<file path="config.mk">
export PLATFORM = sky130hd
export DESIGN_NAME = pll_rst_seq
export DESIGN_NICKNAME = d
export VERILOG_FILES = /design/src/rtl/pll_seq_pkg.sv /design/src/rtl/sync_2ff.sv /design/src/rtl/pll_rst_seq.sv
export SDC_FILE = /design/constraint.sdc
export NUM_CORES = 1
export LEC_CHECK = 0
export CORE_MARGIN = 5
export CORE_UTILIZATION = 50
export DETAILED_ROUTE_END_ITERATION = 8
export PLACE_DENSITY = 0.77
export SETUP_SLACK_MARGIN = 0.2
export SLEW_MARGIN = 25
export SYNTH_ARGS = -nofsm -noshare
export SYNTH_HDL_FRONTEND = slang
export SYNTH_SLANG_ARGS = --single-unit
</file>
<file path="constraint.sdc">
create_clock -name clk -period 2.3 [get_ports clk]
set_input_delay 0.69 -clock clk [delete_from_list [all_inputs] [get_ports clk]]
set_output_delay 0.69 -clock clk [all_outputs]
set_load 0.01 [all_outputs]
</file>
<file path="src/rtl/pll_seq_pkg.sv">
// Shared types, default cycle counts and sizing helpers for the PLL reset sequencer.
package pll_seq_pkg;

    typedef enum logic [2:0] {
        PLL_RST   = 3'd0,
        WAIT_LOCK = 3'd1,
        STABLE    = 3'd2,
        RELEASE   = 3'd3,
        RUN       = 3'd4,
        FAIL      = 3'd5
    } seq_state_t;

    localparam int unsigned DEF_NUM_DOM     = 3;
    localparam int unsigned DEF_ARST_CYC    = 16;
    localparam int unsigned DEF_TIMEOUT_CYC = 65536;
    localparam int unsigned DEF_STABLE_CYC  = 1024;
    localparam int unsigned DEF_STAGE_CYC   = 256;
    localparam int unsigned DEF_MAX_RETRY   = 3;

    // Bits needed to hold values 0..max_val (never less than 1).
    function automatic int unsigned cnt_w(input int unsigned max_val);
        return (max_val < 2) ? 1 : $clog2(max_val + 1);
    endfunction

    // Largest of three counts, used to size a shared counter.
    function automatic int unsigned max3(input int unsigned a, input int unsigned b,
                                         input int unsigned c);
        int unsigned m;
        m = (a > b) ? a : b;
        return (m > c) ? m : c;
    endfunction

endpackage

</file>
<file path="src/rtl/sync_2ff.sv">
// Generic two-flop synchronizer, async active-high reset to 0. Shared by other CDC bits.
module sync_2ff #(
    parameter int unsigned WIDTH = 1
) (
    input  logic             clk,
    input  logic             rst,
    input  logic [WIDTH-1:0] d,
    output logic [WIDTH-1:0] q
);

    logic [WIDTH-1:0] meta;

    // Two back-to-back flops to settle an asynchronous input.
    always_ff @(posedge clk or posedge rst) begin
        if (rst) begin
            meta <= '0;
            q    <= '0;
        end else begin
            meta <= d;
            q    <= meta;
        end
    end

endmodule

</file>
<file path="src/rtl/pll_rst_seq.sv">
// PLL reset / lock supervisor with staged release of per-domain active-low resets.
// Runs on the board reference clock. Optional macro LOL_RECOVERY_EN: when defined,
// loss of lock while in RUN drops all domain resets and re-waits for lock.
// Timing constant: with lock present from reset, dom_rst_n[0] rises on rising clk
// edge number ARST_CYC + STABLE_CYC + 2, counting the first edge after rst falls as 1.
// Loss of lock is acted on at the edge after lock_s is seen low.
module pll_rst_seq
    import pll_seq_pkg::*;
#(
    parameter int unsigned NUM_DOM     = DEF_NUM_DOM,
    parameter int unsigned ARST_CYC    = DEF_ARST_CYC,
    parameter int unsigned TIMEOUT_CYC = DEF_TIMEOUT_CYC,
    parameter int unsigned STABLE_CYC  = DEF_STABLE_CYC,
    parameter int unsigned STAGE_CYC   = DEF_STAGE_CYC,
    parameter int unsigned MAX_RETRY   = DEF_MAX_RETRY
) (
    input  logic                           clk,
    input  logic                           rst,
    input  logic                           locked,
    input  logic                           restart,
    output logic                           pll_areset,
    output logic [NUM_DOM-1:0]             dom_rst_n,
    output logic                           seq_done,
    output logic                           seq_fail,
    output logic [$clog2(MAX_RETRY+1)-1:0] retry_cnt
);

    localparam int unsigned CNT_W = cnt_w(max3(ARST_CYC, STABLE_CYC, STAGE_CYC));
    localparam int unsigned TMO_W = cnt_w(TIMEOUT_CYC);
    localparam int unsigned RTY_W = $clog2(MAX_RETRY + 1);
    localparam logic [NUM_DOM-1:0] DOM_FIRST = NUM_DOM'(1);
    localparam logic [NUM_DOM-1:0] DOM_ALL   = '1;

    seq_state_t        state;
    logic [CNT_W-1:0]  cnt;
    logic [TMO_W-1:0]  tmo_cnt;
    logic              lock_s;
    logic [NUM_DOM-1:0] dom_shift;

    sync_2ff #(.WIDTH(1)) u_lock_sync (
        .clk (clk),
        .rst (rst),
        .d   (locked),
        .q   (lock_s)
    );

    // Next release pattern: one more domain out of reset, lowest index first.
    assign dom_shift = (dom_rst_n << 1) | DOM_FIRST;

    // Sequencer state, counters and registered outputs.
    always_ff @(posedge clk or posedge rst) begin
        if (rst) begin
            state      <= PLL_RST;
            cnt        <= '0;
            tmo_cnt    <= '0;
            pll_areset <= 1'b1;
            dom_rst_n  <= '0;
            seq_done   <= 1'b0;
            seq_fail   <= 1'b0;
            retry_cnt  <= '0;
        end else if (restart) begin
            state      <= PLL_RST;
            cnt        <= '0;
            tmo_cnt    <= '0;
            pll_areset <= 1'b1;
            dom_rst_n  <= '0;
            seq_done   <= 1'b0;
            seq_fail   <= 1'b0;
            retry_cnt  <= '0;
        end else begin
            case (state)
                PLL_RST: begin
                    if (cnt == CNT_W'(ARST_CYC - 1)) begin
                        state      <= WAIT_LOCK;
                        pll_areset <= 1'b0;
                        cnt        <= '0;
                        tmo_cnt    <= '0;
                    end else begin
                        cnt <= cnt + CNT_W'(1);
                    end
                end
                WAIT_LOCK: begin
                    if (lock_s) begin
                        state <= STABLE;
                        cnt   <= '0;
                    end else if (tmo_cnt == TMO_W'(TIMEOUT_CYC - 1)) begin
                        tmo_cnt    <= '0;
                        pll_areset <= 1'b1;
                        if (retry_cnt == RTY_W'(MAX_RETRY - 1)) begin
                            state     <= FAIL;
                            seq_fail  <= 1'b1;
                            retry_cnt <= RTY_W'(MAX_RETRY);
                        end else begin
                            state     <= PLL_RST;
                            cnt       <= '0;
                            retry_cnt <= retry_cnt + RTY_W'(1);
                        end
                    end else begin
                        tmo_cnt <= tmo_cnt + TMO_W'(1);
                    end
                end
                STABLE: begin
                    // Timeout count is kept so a flapping lock still times out.
                    if (!lock_s) begin
                        state <= WAIT_LOCK;
                    end else if (cnt == CNT_W'(STABLE_CYC)) begin
                        dom_rst_n <= DOM_FIRST;
                        cnt       <= '0;
                        if (DOM_FIRST == DOM_ALL) begin
                            state    <= RUN;
                            seq_done <= 1'b1;
                        end else begin
                            state <= RELEASE;
                        end
                    end else begin
                        cnt <= cnt + CNT_W'(1);
                    end
                end
                RELEASE: begin
                    if (!lock_s) begin
                        state     <= WAIT_LOCK;
                        dom_rst_n <= '0;
                    end else if (cnt == CNT_W'(STAGE_CYC - 1)) begin
                        cnt       <= '0;
                        dom_rst_n <= dom_shift;
                        if (dom_shift == DOM_ALL) begin
                            state    <= RUN;
                            seq_done <= 1'b1;
                        end
                    end else begin
                        cnt <= cnt + CNT_W'(1);
                    end
                end
                RUN: begin
`ifdef LOL_RECOVERY_EN
                    if (!lock_s) begin
                        state     <= WAIT_LOCK;
                        dom_rst_n <= '0;
                        seq_done  <= 1'b0;
                        retry_cnt <= '0;
                        tmo_cnt   <= '0;
                    end
`else
                    state <= RUN;
`endif
                end
                FAIL: begin
                    state <= FAIL;
                end
                default: begin
                    state      <= PLL_RST;
                    cnt        <= '0;
                    pll_areset <= 1'b1;
                    dom_rst_n  <= '0;
                    seq_done   <= 1'b0;
                end
            endcase
        end
    end

endmodule

</file>
==> results of run 1 <==
## logic make-up (layout without fill, tap and decap cells)
| group | count (synthesis) | after routing | synth area share, % |
|---|---|---|---|
| compound gates | 78 | 78 | 23.9 |
| xor+xnor | 4 | 4 | 1.43 |
| fa+ha+maj | 4 | 4 | 2.04 |
| buf+inv | 24 | 67 | 4.18 |
| flops | 41 | 41 | 41.9 |
| simple gates | 121 | 121 | 26.6 |
## registers in the layout, indices dropped and copies added, names as in the netlist
| name | cells |
|---|---|
| seq_done | 1 |
| pll_areset | 1 |
| state | 3 |
| seq_fail | 1 |
| tmo_cnt | 17 |
| u_lock_sync.meta | 1 |
| retry_cnt | 2 |
| u_lock_sync.q | 1 |
| dom_rst_n | 3 |
| cnt | 11 |
## worst max-delay path by stage
stage / end / start / slack (ns) / depth (start not counted)
global placement: state[0]$_DFFE_PP0P_ / restart / -0.15 / 6
floorplan: state[0]$_DFFE_PP0P_ / tmo_cnt[0]$_DFFE_PP0P_ / 0.24 / 7
global route: tmo_cnt[3]$_DFFE_PP0P_ / tmo_cnt[0]$_DFFE_PP0P_ / 0.13 / 8
finish: cnt[3]$_DFFE_PP0P_ / cnt[0]$_DFFE_PP0P_ / 0.21 / 7
detailed placement: tmo_cnt[11]$_DFFE_PP0P_ / restart / -0.19 / 5
CTS: cnt[3]$_DFFE_PP0P_ / cnt[0]$_DFFE_PP0P_ / 0.18 / 7
## timing repair
action	4_1_cts	5_1_grt
pin swaps	2	5
hold buffers	0	0
gates resized for setup	4	19
setup endpoints to repair	23	28
setup buffers	3	8
## layout by cell type (no fill, tap or decap), types with 5 or more instances in the layout
cell type / n
sky130_fd_sc_hd__dfrtp_2: 5
sky130_fd_sc_hd__a31oi_1: 5
sky130_fd_sc_hd__clkdlybuf4s50_1: 9
sky130_fd_sc_hd__nand4_1: 6
sky130_fd_sc_hd__nand3_1: 13
sky130_fd_sc_hd__clkbuf_8: 5
sky130_fd_sc_hd__dfrtp_1: 35
sky130_fd_sc_hd__buf_4: 36
sky130_fd_sc_hd__nand2_1: 27
sky130_fd_sc_hd__a21oi_1: 7
sky130_fd_sc_hd__nor3_1: 6
sky130_fd_sc_hd__o21ai_0: 26
sky130_fd_sc_hd__nor2_1: 25
sky130_fd_sc_hd__o211ai_1: 9
sky130_fd_sc_hd__inv_1: 11
## area by class of cell
| type | instances | area (um^2) |
|---|---|---|
| fillers | 410 | 1660 |
| multi-input cells | 207 | 1410 |
| flip-flops and latches | 41 | 1030 |
| repair buffers | 48 | 393 |
| well taps | 67 | 83.8 |
| clock buffers | 5 | 68.8 |
| clock inverters | 3 | 68.8 |
| inverters | 11 | 41.3 |
## per-stage QoR
step / instances / TNS (ns) / hold WS [ns] / total power (W) / util [%]
4_1_cts: 374 / 0 / 0.362 / 0.00159 / 62.2
6_report: 382 / 0 / 0.360 / 0.00159 / 65.2
3_5_place_dp: 363 / -3.87 / 0.338 / 0.000879 / 58.5
3_3_place_gp: 363 / -2.19 / 0.335 / 0.000875 / 58.5
5_1_grt: 382 / 0 / 0.374 / 0.00166 / 65.2
2_1_floorplan: 272 / 0 / 0.331 / 0.000832 / -
## power by group
group	internal, W	switching, W	total [W]
logic	0.0000581	0.0000720	0.000130
clock network	0.000437	0.000265	0.000702
registers	0.000734	0.0000230	0.000757
## critical path: stages (launching register included)
cell                       delay [ns]
sky130_fd_sc_hd__dfrtp_2         0.42
sky130_fd_sc_hd__ha_4            0.16
sky130_fd_sc_hd__nand3_1         0.10
sky130_fd_sc_hd__or3_4           0.44
sky130_fd_sc_hd__a32o_1          0.30
sky130_fd_sc_hd__buf_4           0.18
sky130_fd_sc_hd__o211ai_1        0.22
sky130_fd_sc_hd__o311ai_2        0.13
## routing by layer
metal / vias up / wire, um / GRT usage [%]
met5: - / 0 / 0
met3: 4 / 204 / 3.50
li1: 1098 / - / -
met1: 1104 / 2620 / 25.2
met4: 0 / 39 / 5.41
met2: 43 / 3000 / 32.7
==> impl_metrics.py, run 1 <==
metrics = {
    "drt": {
        "drt-vias-per-instance": 5.89,
        "drt-pass1-iter-count": 4,
        "avgRoutedWirePerCell_um": 15.4,
        "drc_errors": 0,
        "drtIter0Drc": 125,
        "vias": 2249,
        "ant_nets": 0,
        "postRouteWirelength_mm": 5.87,
    },
    "timing": {
        "max_slew_margin_pct": 74.2,
        "grt_setup_unrepaired": "yes",
        "finalWorstPathRequiredPeriod_ns": 2.09,
        "setup_violations": 0,
        "slew_violations": 0,
        "final-hold-violation-count": 0,
        "worst_slack_ns": 0.214,
        "timing.clock.skew_ns": 0.00430,
        "max_clock_freq_ghz": 0.479,
        "worst_slew_pin_slew_ns": 0.381,
        "min_period_over_period_pct": 90.7,
    },
    "global_route": {
        "grt_pass1_wl_mm": 9.75,
        "grt_use_total_pct": 19.3,
        "maximum_number_of_pins_on_one_net_before_global_route_repair": 24,
        "grt_antenna_before_repair": 0,
        "global_route.overflow_total": 0,
        "grt_pass1_vias": 2101,
    },
    "synth": {
        "synthesis.nets": 280,
        "synth.yosys.warnings": 0,
        "synth.ff_latch_count": 41,
        "synthesis.area_per_instance_um2": 9.02,
        "synth.cells.most_frequent": "40 x sky130_fd_sc_hd__dfrtp_1, 27 x sky130_fd_sc_hd__nand2_1, 26 x sky130_fd_sc_hd__nor2_1, 26 x sky130_fd_sc_hd__o21ai_0, 13 x sky130_fd_sc_hd__nand3_1",
        "synth_flop_cell": "sky130_fd_sc_hd__dfrtp_1",
        "synth.cell_area_mm2": 0.00245,
        "synth.distinct_cells": 57,
        "netlist.top_cell.by_area": "sky130_fd_sc_hd__dfrtp_1",
        "yosys-top-cells-area": "sky130_fd_sc_hd__dfrtp_1 41%, sky130_fd_sc_hd__o21ai_0 5.3%, sky130_fd_sc_hd__nand2_1 4.1%, sky130_fd_sc_hd__nor2_1 4.0%, sky130_fd_sc_hd__o211ai_1 2.8%",
        "instance_count_of_the_mapped_netlist": 272,
        "synth_enable_flop_cells": 0,
        "yosys.cell_count.top_type": "sky130_fd_sc_hd__dfrtp_1",
        "sequential_cell_area_fraction_in_the_yosys_report_pct": 41.9,
        "synth_largest_type_area_fraction_pct": 40.8,
        "async_flop_share_pct": 100,
    },
    "place": {
        "portBuffers": 11,
        "placed_cell_area_mm2": 0.00278,
        "place_worst_setup_slack_ns": -0.188,
        "gp_routability_congestion": 0.838,
        "dp_hpwl_mm": 3.95,
    },
    "min_path": {
        "hold-path-endpoint": "u_lock_sync.q$_DFF_PP0_",
        "min_from": "u_lock_sync.meta$_DFF_PP0_",
        "worstHoldPathCells": 0,
        "worstHoldPathType": "reg -> reg",
    },
    "status": {
        "run_status": "finished, final reports clean",
    },
    "floorplan": {
        "ios": 12,
        "die_w_um": 80.0,
        "core-area_mm2": 0.00475,
        "initial_utilization_pct": 51.6,
        "die-height_um": 80.0,
        "fp.dieArea_mm2": 0.00641,
        "num_rows": 25,
    },
    "critical_path": {
        "timing.critical_path.from_type": "register",
        "cp_data_required_time_ns": 2.47,
        "r2r_end": "cnt[3]$_DFFE_PP0P_",
        "regToRegSetupSlack_ns": 0.21,
        "crit-reg2reg-launch": "cnt[0]$_DFFE_PP0P_",
        "depth_of_the_worst_register_to_register_path": 7,
        "timing_worst_setup_path_type": "reg -> reg",
        "cp.arrival_ns": 2.25,
        "worst-path-max-fanout": 7,
        "setup.worst_path.end_class": "register",
    },
    "clock_tree": {
        "htree_num_levels": 2,
        "cts.sink_count": 41,
        "clock_tree_from_tritoncts": "yes",
        "clock_path_buffers": 2,
        "clock_insertion_delay_at_the_later_pin_of_the_skew_report_ns": 0.29,
        "cts_made_buffers": 5,
        "clk_transition_reported_paths_ns": 0.08,
        "ctsRootBufferMaster": "sky130_fd_sc_hd__clkbuf_8",
    },
    "layout": {
        "nets": 322,
        "final_area_mm2": 0.00310,
        "drive_gt1_share_pct": 24.1,
        "antenna_cells_inserted": 0,
        "synthToLayoutAreaGrowth_pct": 26.3,
    },
    "flow_run": {
        "drv.max_cap_violation_count": 0,
    },
    "pwr": {
        "power_density_mw_per_mm2": 513,
        "p_leak_nw": 1.25,
        "vdd.ir_drop.worst_v": 0.000478,
    },
}
No activity file was read; power rests on OpenSTA's default activity.
==> run 2: changes to the inputs <==
--- a/config.mk
+++ b/config.mk
@@ -6,9 +6,9 @@
 export NUM_CORES = 1
 export LEC_CHECK = 0
 export CORE_MARGIN = 5
-export CORE_UTILIZATION = 50
+export CORE_UTILIZATION = 34
 export DETAILED_ROUTE_END_ITERATION = 8
-export PLACE_DENSITY = 0.77
+export PLACE_DENSITY = 0.59
 export SETUP_SLACK_MARGIN = 0.2
 export SLEW_MARGIN = 25
 export SYNTH_ARGS = -nofsm -noshare
==> impl_metrics.py, run 2 (synthesis results as in run 1) <==
metrics = {
    "status": {
        "run_status": "finished, final reports clean",
    },
    "floorplan": {
        "die_w_um": 94.9,
        "num_rows": 31,
        "ios": 12,
        "die-height_um": 94.9,
        "core-area_mm2": 0.00714,
        "fp.dieArea_mm2": 0.00901,
        "initial_utilization_pct": 34.4,
    },
    "timing": {
        "final-hold-violation-count": 0,
        "finalWorstPathRequiredPeriod_ns": 2.06,
        "max_clock_freq_ghz": 0.486,
        "slew_violations": 0,
        "grt_setup_unrepaired": "yes",
        "max_slew_margin_pct": 71.7,
        "worst_slew_pin_slew_ns": 0.424,
        "worst_slack_ns": 0.243,
        "timing.clock.skew_ns": 0.0185,
        "min_period_over_period_pct": 89.4,
        "setup_violations": 0,
    },
    "drt": {
        "drt-pass1-iter-count": 5,
        "drt-vias-per-instance": 5.29,
        "ant_nets": 0,
        "vias": 2207,
        "drc_errors": 0,
        "postRouteWirelength_mm": 5.94,
        "drtIter0Drc": 149,
        "avgRoutedWirePerCell_um": 14.3,
    },
    "critical_path": {
        "worst-path-max-fanout": 4,
        "crit_chain": "ha_4, nand4_4, o41ai_4, o2bb2ai_2, buf_4, or4_1, nand2_1",
        "worstPathBufferInverterCount": 1,
        "critical_path_cell_count": 7,
        "depth_of_the_worst_register_to_register_path": 7,
        "timing_worst_setup_path_type": "reg -> reg",
        "critPathMaxStageDelay_ns": 0.49,
        "cpMaxStageDelayCell": "sky130_fd_sc_hd__or4_1",
        "timing.critical_path.from_type": "register",
        "critical-path-top-delay-family": "simple AND/OR/NAND/NOR gates",
        "r2r_end": "cnt[6]$_DFFE_PP0P_",
        "setup.worst_path.end_class": "register",
        "cp_data_required_time_ns": 2.53,
        "regToRegSetupSlack_ns": 0.24,
        "cp.arrival_ns": 2.29,
        "worstSetupStartpoint": "tmo_cnt[1]$_DFFE_PP0P_",
        "crit-reg2reg-launch": "tmo_cnt[1]$_DFFE_PP0P_",
    },
    "place": {
        "gp_routability_congestion": 0.839,
        "dp_hpwl_mm": 4.23,
        "place_worst_setup_slack_ns": -0.243,
        "portBuffers": 11,
    },
    "layout": {
        "area_taken_by_multi_input_logic_gates_mm2": 0.00139,
        "antenna_cells_inserted": 0,
        "biggestRegsByFlops": "tmo_cnt (17), cnt (11)",
        "final_cell_mix": "38 x sky130_fd_sc_hd__dfrtp_1, 37 x sky130_fd_sc_hd__buf_4, 27 x sky130_fd_sc_hd__nand2_1",
        "synthToLayoutAreaGrowth_pct": 27.8,
        "regMostFlops": "tmo_cnt",
        "nets": 325,
        "drive_gt1_share_pct": 24.2,
        "layout_commonest_cell": "sky130_fd_sc_hd__dfrtp_1",
        "largest_register_ff_count": 17,
        "filler_cell_count": 714,
        "ff_latch_area_mm2": 0.00103,
    },
    "flow_run": {
        "drv.max_cap_violation_count": 0,
    },
    "pwr": {
        "power_switching_w": 0.000371,
        "share_seq_of_total_power_pct": 50.3,
        "cellInternalPower_w": 0.00112,
        "p_leak_nw": 1.26,
        "sw_frac_of_total_pct": 24.9,
        "logic_gate_share_of_total_power_pct": 9.2,
        "clockPowerShare_pct": 40.4,
        "power_density_mw_per_mm2": 476,
        "vdd.ir_drop.worst_v": 0.000221,
        "total_power_w": 0.00149,
    },
    "min_path": {
        "min_from": "u_lock_sync.meta$_DFF_PP0_",
        "worstHoldPathType": "reg -> reg",
        "hold-path-endpoint": "u_lock_sync.q$_DFF_PP0_",
        "worstHoldPathCells": 0,
    },
    "clock_tree": {
        "clk_transition_reported_paths_ns": 0.10,
        "cts_hold_repair.buffers": 0,
        "htree_num_levels": 2,
        "cts.sink_count": 41,
        "ctsRootBufferMaster": "sky130_fd_sc_hd__clkbuf_8",
        "clock_tree_from_tritoncts": "yes",
        "clock_path_buffers": 2,
        "cts_made_buffers": 5,
        "clock_insertion_delay_at_the_later_pin_of_the_skew_report_ns": 0.30,
    },
    "global_route": {
        "global_route.overflow_total": 0,
        "grt_pass1_vias": 2125,
        "grt_antenna_before_repair": 0,
        "maximum_number_of_pins_on_one_net_before_global_route_repair": 42,
        "grt_use_total_pct": 13.7,
        "grt_pass1_wl_mm": 9.99,
    },
}
## run 2: worst max-delay path by stage
stage,to,slack (ns)
final,cnt[6]$_DFFE_PP0P_,0.24
after global routing,cnt[6]$_DFFE_PP0P_,0.14
after CTS,cnt[6]$_DFFE_PP0P_,0.20
after detailed placement,cnt[3]$_DFFE_PP0P_,-0.24
after global placement,cnt[8]$_DFFE_PP0P_,-0.19
after floorplan,state[0]$_DFFE_PP0P_,0.24
## run 2: stage by stage
stage / hold WS, ns / TNS, ns / area (um^2) / util, % / instances
2_1_floorplan: 0.331 / 0 / 2450 / - / 272
6_report: 0.407 / 0 / 3130 / 43.9 / 417
5_1_grt: 0.434 / 0 / 3130 / 43.9 / 417
4_1_cts: 0.415 / 0 / 3020 / 42.3 / 410
3_5_place_dp: 0.389 / -3.49 / 2890 / 40.5 / 401
3_3_place_gp: 0.384 / -2.25 / 2890 / 40.5 / 401
## run 2: layout make-up
type	instances	area share [%]
Timing Repair Buffer	51	13.9
Tap cell	99	3.95
Multi-Input combinational cell	207	44.2
Inverter	11	1.32
Clock inverter	3	1.48
Sequential cell	41	32.9
Clock buffer	5	2.20
## run 2: worst reg2reg max path, delay by kind of cell (launching register included)
kind / cells / cell delay, ns
fa+ha+maj: 1 / 0.18
flops: 1 / 0.40
buf+inv: 1 / 0.16
compound gates: 2 / 0.56
simple gates: 3 / 0.69
## run 2: power by group through the flow
stage	logic (W)	registers (W)	clock network, W
4_1_cts	0.000121	0.000753	0.000619
2_1_floorplan	0.0000717	0.000760	0
5_1_grt	0.000152	0.000754	0.000646
6_report	0.000138	0.000751	0.000603
3_5_place_dp	0.000116	0.000767	0
3_3_place_gp	0.000114	0.000768	0
## run 2: timing repair
item / in CTS / in global routing
cloned: 0 / 0
endpoints found under the hold margin: 0 / 0
resized for setup: 4 / 16
pin swaps: 3 / 10
setup endpoints to repair: 12 / 12
buffers inserted: 1 / 7
## run 2: metal layers
layer / GRT usage, % / part of all wire, % / vias up / wire, um
met3: 2.63 / 2.4 / 6 / 142
met4: 3.49 / 0.91 / 0 / 54
met2: 22.1 / 47 / 25 / 2790
met5: 0 / 0 / - / 0
met1: 18.9 / 50 / 1072 / 2960
li1: - / - / 1104 / -
==> run 3: changes to the inputs <==
--- a/config.mk
+++ b/config.mk
@@ -5,12 +5,16 @@
 export SDC_FILE = /design/constraint.sdc
 export NUM_CORES = 1
 export LEC_CHECK = 0
+export CELL_PAD_IN_SITES_DETAIL_PLACEMENT = 1
+export CELL_PAD_IN_SITES_GLOBAL_PLACEMENT = 1
 export CORE_MARGIN = 5
 export CORE_UTILIZATION = 34
 export DETAILED_ROUTE_END_ITERATION = 8
-export PLACE_DENSITY = 0.59
+export PLACE_DENSITY = 0.7
+export RECOVER_POWER = 25
 export SETUP_SLACK_MARGIN = 0.2
 export SLEW_MARGIN = 25
 export SYNTH_ARGS = -nofsm -noshare
 export SYNTH_HDL_FRONTEND = slang
 export SYNTH_SLANG_ARGS = --single-unit
+export TNS_END_PERCENT = 5
==> impl_metrics.py, run 3 (synthesis results as in run 1) <==
metrics = {
    "drt": {
        "ant_nets": 0,
        "drt-vias-per-instance": 5.40,
        "vias": 2192,
        "drt-pass1-iter-count": 4,
        "postRouteWirelength_mm": 6.48,
        "drc_errors": 0,
        "avgRoutedWirePerCell_um": 16.0,
        "drtIter0Drc": 45,
    },
    "timing": {
        "finalWorstPathRequiredPeriod_ns": 2.14,
        "timing.clock.skew_ns": 0.00756,
        "max_slew_margin_pct": 28.8,
        "min_period_over_period_pct": 93.1,
        "final-hold-violation-count": 0,
        "worst_slew_pin_slew_ns": 1.07,
        "setup_violations": 0,
        "timing.hold.ws_ns": 0.357,
        "max_clock_freq_ghz": 0.467,
        "slew_violations": 0,
        "grt_setup_unrepaired": "yes",
    },
    "clock_tree": {
        "clock_path_buffers": 2,
        "clk_transition_reported_paths_ns": 0.09,
        "ctsRootBufferMaster": "sky130_fd_sc_hd__clkbuf_8",
        "clock_insertion_delay_at_the_later_pin_of_the_skew_report_ns": 0.30,
        "htree_num_levels": 2,
        "clock_tree_from_tritoncts": "yes",
        "cts_made_buffers": 5,
        "cts.sink_count": 41,
    },
    "pwr": {
        "p_leak_nw": 1.20,
        "power_density_mw_per_mm2": 498,
        "total_power_w": 0.00149,
        "vdd.ir_drop.worst_v": 0.000237,
    },
    "floorplan": {
        "die_w_um": 94.9,
        "num_rows": 31,
        "core-area_mm2": 0.00714,
        "initial_utilization_pct": 34.4,
        "fp.dieArea_mm2": 0.00901,
        "ios": 12,
        "die-height_um": 94.9,
    },
    "critical_path": {
        "critical-path-top-delay-family": "compound AO/OA/AOI/OAI gates",
        "worst-path-max-fanout": 6,
        "cpMaxStageDelayCell": "sky130_fd_sc_hd__or3_4",
        "timing_worst_setup_path_type": "reg -> reg",
        "cp.arrival_ns": 2.31,
        "critPathMaxStageDelay_ns": 0.43,
        "worstPathBufferInverterCount": 1,
        "crit_chain": "ha_1, nand3_2, or3_4, a32o_2, buf_4, o211ai_1, o311ai_1",
        "setup.worst_path.end_class": "register",
        "cp_data_required_time_ns": 2.47,
        "timing.critical_path.from_type": "register",
    },
    "layout": {
        "final_cell_mix": "39 x sky130_fd_sc_hd__dfrtp_1, 27 x sky130_fd_sc_hd__nand2_1, 27 x sky130_fd_sc_hd__buf_4",
        "synthToLayoutAreaGrowth_pct": 21.9,
        "nets": 314,
        "regMostFlops": "tmo_cnt",
        "layout_commonest_cell": "sky130_fd_sc_hd__dfrtp_1",
        "antenna_cells_inserted": 0,
        "fin_util_pct": 41.9,
        "final_cells": 406,
        "largest_register_ff_count": 17,
        "drive_gt1_share_pct": 18.9,
        "biggestRegsByFlops": "tmo_cnt (17), cnt (11)",
    },
    "place": {
        "portBuffers": 11,
        "numPlacedInstances": 397,
        "dp_hpwl_mm": 4.62,
        "gp_routability_congestion": 0.785,
    },
    "min_path": {
        "worstHoldPathType": "reg -> reg",
    },
    "global_route": {
        "grt_pass1_vias": 2359,
        "global_route.overflow_total": 0,
        "grt_antenna_before_repair": 0,
        "grt_pass1_wl_mm": 10.9,
        "grt_use_total_pct": 15.4,
        "maximum_number_of_pins_on_one_net_before_global_route_repair": 42,
    },
    "flow_run": {
        "drv.max_cap_violation_count": 0,
    },
    "status": {
        "run_status": "finished, final reports clean",
    },
}
## run 3: cell types whose count changed in the layout (fill, tap and decap cells not counted), moves of 2 or more
cell                            change
sky130_fd_sc_hd__buf_4             -10
sky130_fd_sc_hd__o311ai_1           +2
sky130_fd_sc_hd__nor2_1             +2
sky130_fd_sc_hd__o21ai_0            +2
sky130_fd_sc_hd__ha_1               +2
sky130_fd_sc_hd__nor2_2             -2
sky130_fd_sc_hd__buf_12             -2
sky130_fd_sc_hd__o21ai_1            -2
sky130_fd_sc_hd__o311ai_2           -2
sky130_fd_sc_hd__dlygate4sd3_1      +2
## run 3: layer usage
metal	vias up	routed length, um	global-route usage (%)
li1	1085	-	-
met1	1085	3050	18.6
met2	13	3240	27.6
met3	9	99	3.19
met4	0	82	4.45
met5	-	0	0
## run 3: final timing paths
kind | startpoint | to | slack [ns] | cells past startpoint
worst max-delay path | cnt[1]$_DFFE_PP0P_ | cnt[8]$_DFFE_PP0P_ | 0.16 | 7
worst min-delay path | u_lock_sync.meta$_DFF_PP0_ | u_lock_sync.q$_DFF_PP0_ | 0.36 | 0
worst max register to register | cnt[1]$_DFFE_PP0P_ | cnt[8]$_DFFE_PP0P_ | 0.16 | 7
worst min register to register | u_lock_sync.meta$_DFF_PP0_ | u_lock_sync.q$_DFF_PP0_ | 0.36 | 0
max in group asynchronous | rst | cnt[0]$_DFFE_PP0P_ | 0.42 | 3
min in group asynchronous | rst | u_lock_sync.meta$_DFF_PP0_ | 1.16 | 3
## run 3: where the power goes
group,switching [W],internal [W],total [W]
Clock,0.000267,0.000354,0.000621
Sequential,0.0000210,0.000733,0.000754
Combinational,0.0000690,0.0000451,0.000114
## run 3: worst reg2reg max path: cells and delay by family (launching register included)
kind,cells,cell delay (ns)
DFF,1,0.42
adders and majority gates,1,0.22
AOI/OAI and AO/OA,3,0.64
buffers and inverters,1,0.18
and+or+nand+nor,2,0.57
## run 3: what timing repair did
action	in CTS	in global routing
resized for setup	6	3
buffers inserted	1	0
gates cloned	0	0
setup endpoints to repair	28	24
pin swaps	1	0
hold buffers	0	0
## run 3: per-stage QoR
stage / TNS (ns) / cell area, um^2 / setup slack, ns
2_1_floorplan: 0 / 2450 / 0.238
3_3_place_gp: -4.38 / 2850 / -0.246
3_5_place_dp: -5.15 / 2850 / -0.240
4_1_cts: 0 / 2990 / 0.121
5_1_grt: 0 / 2990 / 0.0446
6_report: 0 / 2990 / 0.158
## run 3: cell type report
type / count / area, um^2
inverters: 11 / 41.3
clock buffers: 7 / 86.3
multi-input cells: 207 / 1350
repair buffers: 40 / 328
well taps: 99 / 124
fillers: 850 / 4150
flip-flops and latches: 41 / 1030
clock inverters: 1 / 30.0
